===== src/rtl/imem_dmem_arbiter_if.sv =====
// rtl/imem_dmem_arbiter_if.sv - core-side I/D request ports and unified memory port bundle
interface imem_dmem_arbiter_if #(
  parameter int AW = 32,
  parameter int DW = 32
);
  logic          i_req;
  logic [AW-1:0] i_addr;
  logic          i_gnt;
  logic          i_rvalid;
  logic [DW-1:0] i_rdata;

  logic          d_req;
  logic          d_we;
  logic [AW-1:0] d_addr;
  logic [DW-1:0] d_wdata;
  logic          d_gnt;
  logic          d_rvalid;
  logic [DW-1:0] d_rdata;

  logic          mem_en;
  logic          mem_we;
  logic [AW-1:0] mem_addr;
  logic [DW-1:0] mem_wdata;
  logic [DW-1:0] mem_rdata;

  modport slave (
    input  i_req, i_addr, d_req, d_we, d_addr, d_wdata, mem_rdata,
    output i_gnt, i_rvalid, i_rdata, d_gnt, d_rvalid, d_rdata,
           mem_en, mem_we, mem_addr, mem_wdata
  );

  modport master (
    output i_req, i_addr, d_req, d_we, d_addr, d_wdata, mem_rdata,
    input  i_gnt, i_rvalid, i_rdata, d_gnt, d_rvalid, d_rdata,
           mem_en, mem_we, mem_addr, mem_wdata
  );
endinterface


===== src/rtl/imem_dmem_arbiter.sv =====
// rtl/imem_dmem_arbiter.sv - shares one synchronous memory port between fetch (I) and load/store (D)
module imem_dmem_arbiter #(
  parameter int AW          = 32,
  parameter int DW          = 32,
  parameter int MEM_LATENCY = 1,
  parameter int MAX_WAIT    = 3
) (
  input logic                  clk,
  input logic                  reset,
  imem_dmem_arbiter_if.slave   bus
);
  logic                   w_starve;
  logic                   w_i_gnt;
  logic                   w_d_gnt;
  logic                   w_push_v;
  logic [3:0]             r_wait_cnt;
  logic [MEM_LATENCY-1:0] r_tag_v;
  logic [MEM_LATENCY-1:0] r_tag_own;

  assign w_starve = (r_wait_cnt == 4'(MAX_WAIT));

  // D normally wins; a fetch that has been denied MAX_WAIT cycles in a row takes the slot.
  always_comb begin
    w_i_gnt = 1'b0;
    w_d_gnt = 1'b0;
    if (!reset) begin
      if (bus.i_req && (w_starve || !bus.d_req)) begin
        w_i_gnt = 1'b1;
      end else if (bus.d_req) begin
        w_d_gnt = 1'b1;
      end
    end
  end

  assign bus.i_gnt     = w_i_gnt;
  assign bus.d_gnt     = w_d_gnt;
  assign bus.mem_en    = w_i_gnt | w_d_gnt;
  assign bus.mem_we    = w_d_gnt & bus.d_we;
  assign bus.mem_addr  = w_i_gnt ? bus.i_addr : (w_d_gnt ? bus.d_addr : '0);
  assign bus.mem_wdata = w_d_gnt ? bus.d_wdata : '0;

  assign w_push_v = (w_i_gnt | w_d_gnt) & ~(w_d_gnt & bus.d_we);

  always_ff @(posedge clk) begin
    if (reset) begin
      r_wait_cnt <= 4'd0;
    end else if (!bus.i_req || w_i_gnt) begin
      r_wait_cnt <= 4'd0;
    end else if (!w_starve) begin
      r_wait_cnt <= r_wait_cnt + 4'd1;
    end
  end

  // Stage 0 holds the tag of this cycle's access; the last stage lines up with mem_rdata.
  always_ff @(posedge clk) begin
    if (reset) begin
      r_tag_v   <= '0;
      r_tag_own <= '0;
    end else begin
      r_tag_v[0]   <= w_push_v;
      r_tag_own[0] <= w_i_gnt;
      for (int k = 1; k < MEM_LATENCY; k++) begin
        r_tag_v[k]   <= r_tag_v[k-1];
        r_tag_own[k] <= r_tag_own[k-1];
      end
    end
  end

  assign bus.i_rvalid = ~reset & r_tag_v[MEM_LATENCY-1] &  r_tag_own[MEM_LATENCY-1];
  assign bus.d_rvalid = ~reset & r_tag_v[MEM_LATENCY-1] & ~r_tag_own[MEM_LATENCY-1];
  assign bus.i_rdata  = bus.mem_rdata;
  assign bus.d_rdata  = bus.mem_rdata;
endmodule


===== src/flat_wrapper.sv =====
// flat-port wrapper written by rule: the top's interface ports become plain ports
module imem_dmem_arbiter_flat 
#(
  parameter int AW          = 32,
  parameter int DW          = 32,
  parameter int MEM_LATENCY = 1,
  parameter int MAX_WAIT    = 3
)
  (clk, reset, bus_i_req, bus_i_addr, bus_d_req, bus_d_we, bus_d_addr, bus_d_wdata, bus_mem_rdata, bus_i_gnt, bus_i_rvalid, bus_i_rdata, bus_d_gnt, bus_d_rvalid, bus_d_rdata, bus_mem_en, bus_mem_we, bus_mem_addr, bus_mem_wdata);
  imem_dmem_arbiter_if #(.AW(AW), .DW(DW)) bus_i ();
  input logic clk;
  input logic reset;
  input wire logic [$bits(bus_i.i_req)-1:0] bus_i_req;
  input wire logic [$bits(bus_i.i_addr)-1:0] bus_i_addr;
  input wire logic [$bits(bus_i.d_req)-1:0] bus_d_req;
  input wire logic [$bits(bus_i.d_we)-1:0] bus_d_we;
  input wire logic [$bits(bus_i.d_addr)-1:0] bus_d_addr;
  input wire logic [$bits(bus_i.d_wdata)-1:0] bus_d_wdata;
  input wire logic [$bits(bus_i.mem_rdata)-1:0] bus_mem_rdata;
  output wire logic [$bits(bus_i.i_gnt)-1:0] bus_i_gnt;
  output wire logic [$bits(bus_i.i_rvalid)-1:0] bus_i_rvalid;
  output wire logic [$bits(bus_i.i_rdata)-1:0] bus_i_rdata;
  output wire logic [$bits(bus_i.d_gnt)-1:0] bus_d_gnt;
  output wire logic [$bits(bus_i.d_rvalid)-1:0] bus_d_rvalid;
  output wire logic [$bits(bus_i.d_rdata)-1:0] bus_d_rdata;
  output wire logic [$bits(bus_i.mem_en)-1:0] bus_mem_en;
  output wire logic [$bits(bus_i.mem_we)-1:0] bus_mem_we;
  output wire logic [$bits(bus_i.mem_addr)-1:0] bus_mem_addr;
  output wire logic [$bits(bus_i.mem_wdata)-1:0] bus_mem_wdata;
  assign bus_i.i_req = bus_i_req;
  assign bus_i.i_addr = bus_i_addr;
  assign bus_i.d_req = bus_d_req;
  assign bus_i.d_we = bus_d_we;
  assign bus_i.d_addr = bus_d_addr;
  assign bus_i.d_wdata = bus_d_wdata;
  assign bus_i.mem_rdata = bus_mem_rdata;
  assign bus_i_gnt = bus_i.i_gnt;
  assign bus_i_rvalid = bus_i.i_rvalid;
  assign bus_i_rdata = bus_i.i_rdata;
  assign bus_d_gnt = bus_i.d_gnt;
  assign bus_d_rvalid = bus_i.d_rvalid;
  assign bus_d_rdata = bus_i.d_rdata;
  assign bus_mem_en = bus_i.mem_en;
  assign bus_mem_we = bus_i.mem_we;
  assign bus_mem_addr = bus_i.mem_addr;
  assign bus_mem_wdata = bus_i.mem_wdata;
  imem_dmem_arbiter #(.AW(AW), .DW(DW), .MEM_LATENCY(MEM_LATENCY), .MAX_WAIT(MAX_WAIT)) u_core (.clk(clk), .reset(reset), .bus(bus_i));
endmodule

===== config.mk =====
export PLATFORM = sky130hd
export DESIGN_NAME = imem_dmem_arbiter_flat
export DESIGN_NICKNAME = d
export VERILOG_FILES = /design/src/rtl/imem_dmem_arbiter_if.sv /design/src/rtl/imem_dmem_arbiter.sv /design/src/flat_wrapper.sv
export SDC_FILE = /design/constraint.sdc
export NUM_CORES = 1
export LEC_CHECK = 0
export CORE_AREA = 2 2 103 105
export CTS_CLUSTER_SIZE = 12
export DETAILED_ROUTE_END_ITERATION = 12
export DIE_AREA = 0 0 105 107
export HOLD_SLACK_MARGIN = 0.12
export PLACE_DENSITY_LB_ADDON = 0.2
export SYNTH_ARGS = -nofsm -noshare
export SYNTH_HDL_FRONTEND = slang
export SYNTH_SLANG_ARGS = --single-unit

===== constraint.sdc =====
create_clock -name clk -period 2.3 [get_ports clk]
set_clock_uncertainty 0.05 [all_clocks]
set_input_delay 0.345 -clock clk [delete_from_list [all_inputs] [get_ports clk]]
set_output_delay 0.345 -clock clk [all_outputs]
set_load 0.01 [all_outputs]

==> impl_table.tex <==
\begin{tabular}{lr}
\hline
Metric & Value \\
\hline
\multicolumn{2}{l}{\textbf{Critical path}} \\
CP dominant cell by count & sky130\_fd\_sc\_hd\_\_buf\_6 \\
Worst-case register-to-register setup slack & 0.87 ns \\
Critical path class & flip-flop to output port \\
Critical Path End Type & output port \\
Worst endpoint required time & 1.90 ns \\
R2r worst-path depth & 6 \\
Endpoint of the worst-slack reg-to-reg timing path & u\_core.r\_tag\_v \\
Worst endpoint data arrival time & 1.89 ns \\
CP Launch Type & flip-flop \\
Launch instance of the worst register-to-register path & u\_core.r\_wait\_cnt[1] \\
Critical path's largest stage delay & 0.39 ns \\
Critical path cell sequence & ha\_4 -> or3b\_4 -> a21oi\_4 -> buf\_6 -> buf\_12 -> buf\_6 -> a22o\_1 -> buf\_2 \\
Critical path fanouts, max & 6 \\
Cell at the slowest stage of the critical path & sky130\_fd\_sc\_hd\_\_or3b\_4 \\
\multicolumn{2}{l}{\textbf{Synthesis}} \\
Syn\_nets & 302 \\
Average footprint of a synthesized cell & 7.92 µm² \\
Primary flip-flop cell chosen by synthesis mapping & sky130\_fd\_sc\_hd\_\_dfxtp\_1 \\
Cell variety after synth & 24 \\
Sequential-to-total area share from yosys stat & 9.02\% \\
Count of mapped cells out of synthesis & 168 \\
Most common library cells after synthesis & sky130\_fd\_sc\_hd\_\_buf\_4, sky130\_fd\_sc\_hd\_\_and2\_1, sky130\_fd\_sc\_hd\_\_a22o\_1 \\
Post-synthesis instance area & 0.00133 mm² \\
Area share of the largest cell type after synthesis & 37.2\% \\
Async S/R FF share, synth & 0\% \\
Library cell with the largest summed area after synthesis & sky130\_fd\_sc\_hd\_\_buf\_4 \\
Top-count cell post-synth & sky130\_fd\_sc\_hd\_\_buf\_4 \\
Dominant cells by area after synthesis & sky130\_fd\_sc\_hd\_\_buf\_4, sky130\_fd\_sc\_hd\_\_and2\_1, sky130\_fd\_sc\_hd\_\_a22o\_1 \\
Count of state elements after synthesis & 6 \\
Count of yosys warnings during synthesis & 0 \\
Post-synth EDFFs & 0 \\
\multicolumn{2}{l}{\textbf{Finish}} \\
Total area of sequential cells & 123 µm² \\
Fraction of final layout cells sized beyond drive strength 1 & 36.2\% \\
Multi-input gate area in the final layout & 676 µm² \\
Final nets & 429 \\
Final cell count without fillers & 429 \\
Number of inserted diodes & 0 \\
Final Util & 27.6\% \\
Fill cell instance count of the final layout & 1144 \\
Finished layout cell area & 0.00278 mm² \\
Layout area overhead & 109\% \\
\multicolumn{2}{l}{\textbf{Route}} \\
Total via count after detailed routing & 1580 \\
Number of DRC markers after the initial detailed-route iteration & 44 \\
Post-detailed-route DRC marker count & 0 \\
Post-detailed-route via-to-cell ratio & 3.68 \\
DR pass1 iterations & 4 \\
DRT antenna net count & 0 \\
Post-Route WL & 6.48 mm \\
Detail-routed net length per standard cell & 15.1 µm \\
\multicolumn{2}{l}{\textbf{Placement}} \\
Gp weighted congestion & 0.688 \\
Cell area reported after detailed placement & 0.00280 mm² \\
Worst slack, placed & -0.279 ns \\
Placed wire-length estimate & 5.00 mm \\
DP Cell Count & 413 \\
Number of buffer cells added on primary ports & 170 \\
\multicolumn{2}{l}{\textbf{Global route}} \\
Grt total ovfl & 0 \\
Vias in the first global route & 1609 \\
Pin count of the biggest net entering global routing & 28 \\
First-pass GRT wire length & 9.14 mm \\
Overall track demand over capacity in global routing & 10.4\% \\
Number of antenna violations at the first check in global routing & 0 \\
\multicolumn{2}{l}{\textbf{Clock tree}} \\
Bufs on Longest Clock Path & 2 \\
\# clock sinks & 6 \\
Post-CTS clock slew at the launch and capture registers of the worst setup and hold paths & 0.04 ns \\
Clock insertion delay at the later pin of the skew report & 0.22 ns \\
CTS Root Cell & sky130\_fd\_sc\_hd\_\_clkbuf\_8 \\
Htree depth & 1 \\
Total CTS buffers & 3 \\
Hold-fix buffer count after cts & 0 \\
CTS tree & done \\
\multicolumn{2}{l}{\textbf{Timing}} \\
Part of the cycle the worst path needs & 99.4\% \\
Max Fclk & 437 MHz \\
Final hold vios & 0 \\
Crit path time final & 2.29 ns \\
Total setup violations reported at the end of the flow & 0 \\
Actual slew at the worst max-slew pin & 0.263 ns \\
Worst Slack Setup Final & 0.0143 ns \\
Final hold slack & 0.446 ns \\
RSZ-0062 raised after global routing & true \\
Pins over their slew limit & 0 \\
Worst slew margin & 82.5\% \\
\multicolumn{2}{l}{\textbf{Flow run}} \\
Number of maximum-capacitance violations & 0 \\
\multicolumn{2}{l}{\textbf{Worst hold path}} \\
Hold depth & 3 \\
Startpoint of the lowest-slack hold path & bus\_d\_req \\
Classification of the worst-slack hold path & input port to flip-flop \\
Hold Crit Endpoint & u\_core.r\_tag\_own \\
\multicolumn{2}{l}{\textbf{Floorplanning}} \\
X dimension of the die & 105 µm \\
\# rows & 37 \\
Core ar. & 0.0101 mm² \\
Die ar. & 0.0112 mm² \\
Starting density of the core & 13.2\% \\
Vertical extent of the die & 107 µm \\
Top-level I/O count & 267 \\
\multicolumn{2}{l}{\textbf{Power and ir drop}} \\
Standby leakage power & 1.27 nW \\
Power per standard cell area & 247 mW/mm² \\
Worst VDD drop & 265 µV \\
\multicolumn{2}{l}{\textbf{Outcome}} \\
Status & finished clean \\
\hline
\end{tabular}
==> what timing repair did <==
action,4_1_cts,5_1_grt
setup endpoints to repair,67,63
setup buffers,11,0
pin swaps,3,3
cloned,4,1
endpoints found under the hold margin,0,0
gates resized for setup,204,38
==> where the power goes <==
part	switching (mW)	total [mW]	leakage, nW	internal [mW]
combinational	0.139	0.420	1.19	0.281
clock	0.0460	0.159	0.0216	0.113
sequential	0.00178	0.110	0.0499	0.108
==> cell families (layout without fill, tap and decap cells) <==
group	after synthesis	after routing	synth area share (%)
DFF	6	6	9.02
muxes	1	1	0.846
and+or+nand+nor	47	47	21.3
adders and majority gates	1	1	0.940
AOI/OAI and AO/OA	36	36	25.2
buffers and inverters	76	201	42.0
xor gates and xnor gates	1	1	0.658
==> worst max-delay path by stage <==
stage,end,cells past startpoint,slack [ns],start
final,bus_mem_addr[19],8,0.01,u_core.r_wait_cnt[1]
after CTS,bus_mem_addr[7],8,-0.007,u_core.r_wait_cnt[1]
after floorplan,bus_mem_addr[10],5,0.42,u_core.r_wait_cnt[0]
after detailed placement,bus_mem_addr[6],5,-0.28,reset
after global routing,bus_mem_addr[19],8,-0.09,u_core.r_wait_cnt[1]
after global placement,bus_mem_addr[15],6,-0.29,reset
==> state kept, by name, indices dropped and copies added (netlist names) <==
register           count
u_core.r_tag_own       1
u_core.r_tag_v         1
u_core.r_wait_cnt      4
==> cell usage in the layout, fill, tap and decap left out, types with 2 or more instances in the layout <==
cell	synthesis	final
sky130_fd_sc_hd__nor2_1	7	7
sky130_fd_sc_hd__buf_16	0	2
sky130_fd_sc_hd__clkbuf_8	0	3
sky130_fd_sc_hd__clkdlybuf4s15_1	0	2
sky130_fd_sc_hd__buf_4	66	12
sky130_fd_sc_hd__dlygate4sd2_1	0	7
sky130_fd_sc_hd__clkdlybuf4s50_1	0	100
sky130_fd_sc_hd__buf_12	0	6
sky130_fd_sc_hd__dfxtp_1	6	4
sky130_fd_sc_hd__and2_1	33	33
sky130_fd_sc_hd__clkbuf_2	0	26
sky130_fd_sc_hd__a22o_2	9	9
sky130_fd_sc_hd__buf_6	3	8
sky130_fd_sc_hd__buf_2	3	30
sky130_fd_sc_hd__dfxtp_2	0	2
sky130_fd_sc_hd__a22o_1	23	23
==> critical path, delay by kind of cell (launching register included) <==
kind | cells | cell delay [ns]
buffers and inverters | 4 | 0.48
AOI/OAI and AO/OA | 2 | 0.31
adders and majority gates | 1 | 0.13
and+or+nand+nor | 1 | 0.39
DFF | 1 | 0.34
==> metal layers <==
metal	vias up	GRT usage (%)	routed length, µm
met5	-	0	0
met4	0	3.52	192
met3	28	3.95	712
met2	104	17.9	3100
met1	688	11.8	2470
li1	760	-	-
==> through the flow <==
step | TNS [ns] | total power [mW]
after floorplan | 0 | 0.343
after global placement | -16.82 | 0.546
after global routing | -0.346 | 0.737
final | 0 | 0.688
after detailed placement | -16.72 | 0.547
after CTS | -0.0343 | 0.713
==> area by class of cell <==
class	count	area share (%)
Inverter	2	0.270
Multi-Input combinational cell	86	24.3
Timing Repair Buffer	196	63.5
Clock buffer	3	1.48
Sequential cell	6	4.40
Tap cell	136	6.11
No activity file was read; power rests on OpenSTA's default activity.
